[config.mk]
export PLATFORM = sky130hd
export DESIGN_NAME = hazard_scoreboard
export DESIGN_NICKNAME = d
export VERILOG_FILES = /design/src/rtl/hazard_scoreboard.sv
export SDC_FILE = /design/constraint.sdc
export NUM_CORES = 1
export LEC_CHECK = 0
export BUFFER_PORTS_ARGS = -buffer_cell sky130_fd_sc_hd__buf_2
export CAP_MARGIN = 25
export CORE_ASPECT_RATIO = 1.2
export CORE_MARGIN = 2
export CORE_UTILIZATION = 49
export DETAILED_ROUTE_END_ITERATION = 10
export HOLD_SLACK_MARGIN = 0.08
export PLACE_DENSITY_LB_ADDON = 0.1
export SKIP_CTS_REPAIR_TIMING = 1
export SLEW_MARGIN = 20
export SYNTH_ARGS = -nofsm -noshare
export SYNTH_HDL_FRONTEND = slang
export SYNTH_SLANG_ARGS = --single-unit
export TNS_END_PERCENT = 10
[constraint.sdc]
create_clock -name clk -period 1.9 [get_ports clk]
set_input_delay 0.095 -clock clk [delete_from_list [all_inputs] [get_ports clk]]
set_output_delay 0.095 -clock clk [all_outputs]
set_load 0.01 [all_outputs]
[src/rtl/hazard_scoreboard.sv]
// Hazard and forwarding controller: shift-register scoreboard of post-decode instructions
// driving load-use stalls, redirect flushes, EX forwarding selects and the ID read bypass.
module hazard_scoreboard #(
  parameter int unsigned REG_AW     = 5,
  parameter int unsigned STAGES     = 3,
  parameter int unsigned LOAD_STAGE = 2,
  parameter int unsigned FWD_W      = $clog2(STAGES),
  parameter int unsigned CNT_W      = 16
) (
  input  logic              clk,
  input  logic              reset,
  input  logic              id_valid,
  input  logic [REG_AW-1:0] id_rs1,
  input  logic [REG_AW-1:0] id_rs2,
  input  logic              id_use_rs1,
  input  logic              id_use_rs2,
  input  logic [REG_AW-1:0] id_rd,
  input  logic              id_ru_write,
  input  logic              id_is_load,
  input  logic              br_taken,
  output logic              stall,
  output logic              flush_id,
  output logic [FWD_W-1:0]  fwd_a,
  output logic [FWD_W-1:0]  fwd_b,
  output logic              id_byp_a,
  output logic              id_byp_b,
  output logic              ex_valid,
  output logic [CNT_W-1:0]  stall_cnt,
  output logic [CNT_W-1:0]  flush_cnt
);

  localparam int unsigned Wb = STAGES - 1;

  // Per-entry destination state; only the EX entry needs its source operands.
  logic [STAGES-1:0] valid_q;
  logic [STAGES-1:0] wr_q;
  logic [STAGES-2:0] load_q;
  logic [REG_AW-1:0] rd_q [STAGES];
  logic [REG_AW-1:0] rs1_q;
  logic [REG_AW-1:0] rs2_q;
  logic              use1_q;
  logic              use2_q;

  logic              lu_a;
  logic              lu_b;
  logic              hit_a;
  logic              hit_b;
  logic              take_id;

  // Youngest matching entry wins, so scan from oldest to youngest and let later hits override.
  always_comb begin
    hit_a = 1'b0;
    hit_b = 1'b0;
    lu_a  = 1'b0;
    lu_b  = 1'b0;
    for (int j = int'(STAGES) - 2; j >= 0; j--) begin
      if (valid_q[j] && wr_q[j] && id_valid) begin
        if (id_use_rs1 && (rd_q[j] == id_rs1)) begin
          hit_a = 1'b1;
          lu_a  = load_q[j] && (j + 1 < int'(LOAD_STAGE));
        end
        if (id_use_rs2 && (rd_q[j] == id_rs2)) begin
          hit_b = 1'b1;
          lu_b  = load_q[j] && (j + 1 < int'(LOAD_STAGE));
        end
      end
    end
    stall    = (lu_a || lu_b) && !br_taken;
    flush_id = br_taken && reset;
  end

  always_comb begin
    fwd_a = '0;
    fwd_b = '0;
    for (int k = int'(STAGES) - 1; k >= 1; k--) begin
      if (valid_q[k] && wr_q[k]) begin
        if (use1_q && (rd_q[k] == rs1_q)) fwd_a = FWD_W'(k);
        if (use2_q && (rd_q[k] == rs2_q)) fwd_b = FWD_W'(k);
      end
    end
    if (!valid_q[0]) begin
      fwd_a = '0;
      fwd_b = '0;
    end
  end

  assign ex_valid = valid_q[0];
  assign id_byp_a = valid_q[Wb] && wr_q[Wb] && id_valid && id_use_rs1 && (rd_q[Wb] == id_rs1);
  assign id_byp_b = valid_q[Wb] && wr_q[Wb] && id_valid && id_use_rs2 && (rd_q[Wb] == id_rs2);
  assign take_id  = id_valid && !br_taken && !stall;

  always_ff @(posedge clk or negedge reset) begin
    if (!reset) begin
      valid_q <= '0;
      wr_q    <= '0;
      load_q  <= '0;
      rs1_q   <= '0;
      rs2_q   <= '0;
      use1_q  <= 1'b0;
      use2_q  <= 1'b0;
      for (int k = 0; k < int'(STAGES); k++) rd_q[k] <= '0;
    end else begin
      valid_q <= {valid_q[STAGES-2:0], take_id};
      wr_q    <= {wr_q[STAGES-2:0], take_id && id_ru_write && (id_rd != '0)};
      for (int k = 1; k < int'(STAGES); k++) rd_q[k] <= rd_q[k-1];
      for (int k = 1; k < int'(STAGES) - 1; k++) load_q[k] <= load_q[k-1];
      load_q[0] <= take_id && id_is_load;
      rd_q[0]   <= take_id ? id_rd : '0;
      rs1_q     <= take_id ? id_rs1 : '0;
      rs2_q     <= take_id ? id_rs2 : '0;
      use1_q    <= take_id && id_use_rs1;
      use2_q    <= take_id && id_use_rs2;
    end
  end

  always_ff @(posedge clk or negedge reset) begin
    if (!reset) begin
      stall_cnt <= '0;
      flush_cnt <= '0;
    end else begin
      if (stall && (stall_cnt != '1)) stall_cnt <= stall_cnt + 1'b1;
      if (flush_id && (flush_cnt != '1)) flush_cnt <= flush_cnt + 1'b1;
    end
  end

endmodule

==> results by group <==
Run status
  – Run status: completed

STA
  – Worst Clk Skew: 0.00837 ns
  – Fin worst setup slack: 0.0332 ns
  – Final slew viol count: 0
  – Fmax: 536 MHz
  – Final worst hold slack: 0.166 ns
  – Count of final setup violators: 0
  – Actual slew at the worst max-slew pin: 0.801 ns
  – Fin crit share: 98.3%
  – RSZ-0062 raised after global routing: true
  – Minimum clock period after layout: 1.87 ns
  – Relative slew slack: 46.6%
  – Count of final hold-check violations: 0

GRT
  – Largest net degree at the start of global routing: 67
  – Total GRT Usage: 21.2%
  – Overflow left after global routing: 0
  – Antenna violations before repair: 0
  – Via count of the first global-routing pass: 2403
  – Wire length of the first global-routing pass: 11200 µm

Drt
  – Detailed-route wire length: 6940 µm
  – DR DRC count: 0
  – Count of nets left with antenna violations after detail routing: 0
  – Vias per cell: 5.09
  – Top routing layer used: met4
  – Final routed wire length divided by cell count: 14.8 µm
  – Length of routed wiring on met1: 2850 µm
  – Met2 layer wire length in the routed design: 3680 µm
  – Pre-Repair DR Iteration Count: 5
  – Number of DRC markers in iteration 0: 128
  – Routed wl met3: 224 µm
  – Vias post-DR: 2387

Floorplanning
  – Die Area: 0.00694 mm²
  – I/O pins: 64
  – Core Area: 0.00605 mm²
  – Die outline height: 90.9 µm
  – Horizontal die dimension: 76.4 µm
  – Floorplan row count: 31
  – Starting density of the core: 51.0%

Place
  – IO buf count: 63
  – Routability Congestion: 0.832
  – DP Worst Slack: 0.00273 ns
  – HPWL reported at the end of detailed placement: 5080 µm

Setup path
  – Highest-delay cell along the critical path: or4b_4
  – Slowest cell delay on critical path: 0.55 ns
  – Data arrival at the endpoint of the critical path: 2.09 ns
  – Element type at the critical path start: flip-flop
  – CP Data Required Time: 2.13 ns
  – Crit-path leading delay family: simple AND/OR/NAND/NOR gates
  – Kind of end point of the critical path: flip-flop
  – Slack of the worst reg-to-reg path: 0.03 ns
  – Critical path start-end classification: flip-flop to flip-flop
  – Source of the worst register-to-register timing path: rd_q[14]
  – Beginning of the critical path: rd_q[14]
  – Buffers plus inverters on the worst setup path: 0
  – Cell breakdown of the critical path: xor2_1, or4b_4, o22ai_4, nand2_1, mux2_4
  – Maximum fanout along the worst path: 3

Logic synthesis
  – Most frequent cell after synthesis: dfrtp_1
  – Number of instances in the synthesized netlist: 271
  – Synth Register Bits: 66
  – Compound-cell area share of the yosys netlist: 1.79%
  – Avg Inst Size Synth: 11.4 µm²
  – Largest family of logic cells by synthesized area: simple AND/OR/NAND/NOR gates
  – Cell area after synthesis: 0.00308 mm²
  – Largest area contributor in the netlist: dfrtp_1
  – Mux cell area share after synthesis: 0.852%
  – Predominant post-synthesis flop cell: dfrtp_1
  – Cell variety after synth: 32
  – Sequential fraction of the synthesis area: 53.6%
  – Proportion of netlist area held by the largest area contributor: 53.6%
  – Post-synthesis xor/xnor area fraction: 19.6%
  – EDFF count, synth: 0
  – Area share of and/or/nand/nor cells after synthesis: 22.0%
  – Async set or reset register ratio after synthesis: 100%
  – Post-Synth Adder-Cell Area: 0.812%
  – Largest cells by area after synthesis: dfrtp_1 (54%), xnor2_1 (13%), xor2_1 (6.3%)
  – Net count after synthesis: 296
  – Cell types with the highest counts after synthesis: dfrtp_1 (66), xnor2_1 (47), nand4_1 (25)
  – Yosys Warn Count: 0

Run
  – Maximum Capacitance Violations: 0

CTS
  – Maximum count of clock buffers along a single path: 2
  – Clock tree from TritonCTS: built
  – Number of buffers created by CTS: 9
  – Total clock sinks: 66
  – H-tree depth reported by CTS: 3
  – Root buffer selected by CTS: clkbuf_8
  – Clock slew seen by the registers of the worst setup and hold paths: 0.07 ns
  – Clk_lat worst skew: 0.34 ns

Pwr
  – Power share of the combinational group: 13.9%
  – Flop pwr share: 48.9%
  – Worst voltage drop across the vdd grid: 0.665 mV
  – P per Cell Area: 799 mW/mm²
  – Static leakage power: 1.97 nW
  – Total net switching power: 0.818 mW
  – Internal power summed over all cells: 2.43 mW
  – Switching share of total power: 25.2%
  – Relative contribution of the clock network to total power: 37.2%

Finish
  – Total Nets Final: 408
  – Share of post-route cells with drive strength above 1: 28.4%
  – Area overhead of the layout relative to synthesis: 31.8%
  – Count of inserted antenna diode cells: 0

Min path
  – Hold path startpoint: br_taken
  – Min-delay worst type: primary input to flip-flop
-- metrics by stage --
step	power (mW)	instances	TNS, ns	util, %	cell area (µm²)
final	3.25	469	0	67.1	4060
after global routing	3.39	469	-0.656	67.1	4060
after CTS	3.24	449	-0.00222	63.7	3850
after detailed placement	2.04	434	0	60.3	3650
after global placement	2.03	434	0	60.3	3650
after floorplan	1.82	271	0	-	3080
-- registers in the layout (all words and copies together) (netlist names) --
register   count
flush_cnt     16
valid_q        3
wr_q           3
use1_q         1
load_q         1
stall_cnt     16
rd_q          15
rs1_q          5
rs2_q          5
use2_q         1
-- worst reg2reg max path: cells and delay by family, from the launching register on --
kind | cells | cell delay [ns]
simple gates | 2 | 0.69
xor+xnor | 1 | 0.17
mux | 1 | 0.32
flops | 1 | 0.38
compound gates | 1 | 0.19
-- power groups by stage --
stage | clock network [mW] | logic [mW] | registers [mW]
after floorplan | 0 | 0.174 | 1.64
after global placement | 0 | 0.421 | 1.61
after detailed placement | 0 | 0.423 | 1.61
after CTS | 1.23 | 0.426 | 1.59
after global routing | 1.29 | 0.501 | 1.60
final | 1.21 | 0.451 | 1.59
-- placed cells by master (no fill, tap or decap), types with 3 or more instances in the layout --
cell,Yosys,layout
and3_1,7,7
nand4_1,25,25
and2_1,21,21
buf_4,0,23
nand3_1,21,21
dfrtp_1,66,66
nand2_1,10,10
xor2_1,22,22
inv_1,3,3
nor3_1,5,4
dlygate4sd3_1,0,20
nor4_1,5,5
buf_2,1,63
xnor2_1,47,47
nor2_1,11,11
clkbuf_8,0,12
-- cell type report --
cell class,count,area (µm²)
fill,515,1990
sequential,66,1650
multi-input combinational,196,1390
timing repair buffer,107,699
clock buffer,13,169
tap,82,103
clock inverter,2,35.0
inverter,3,11.3
-- kinds of logic (layout without fill, tap and decap cells) --
logic type | Yosys count | after routing
flops | 66 | 66
fa+ha+maj | 2 | 2
buf+inv | 9 | 125
xor+xnor | 69 | 69
mux | 2 | 2
simple gates | 117 | 117
compound gates | 6 | 6
-- final timing paths --
check | end | cells after the start
hold / removal | valid_q[0] | 3
hold reg to reg | wr_q[1] | 0
max in group asynchronous | rd_q[11] | 3
setup reg to reg | stall_cnt[1] | 5
min in group asynchronous | flush_cnt[3] | 3
setup / recovery | stall_cnt[1] | 5
-- metal layers --
metal / track usage, % / up-vias
met3: 5.20 / 14
met1: 24.3 / 1159
met5: 0 / -
li1: - / 1165
met4: 11.2 / 0
met2: 36.4 / 49
Note: power is estimated with default switching activity, not from simulation.
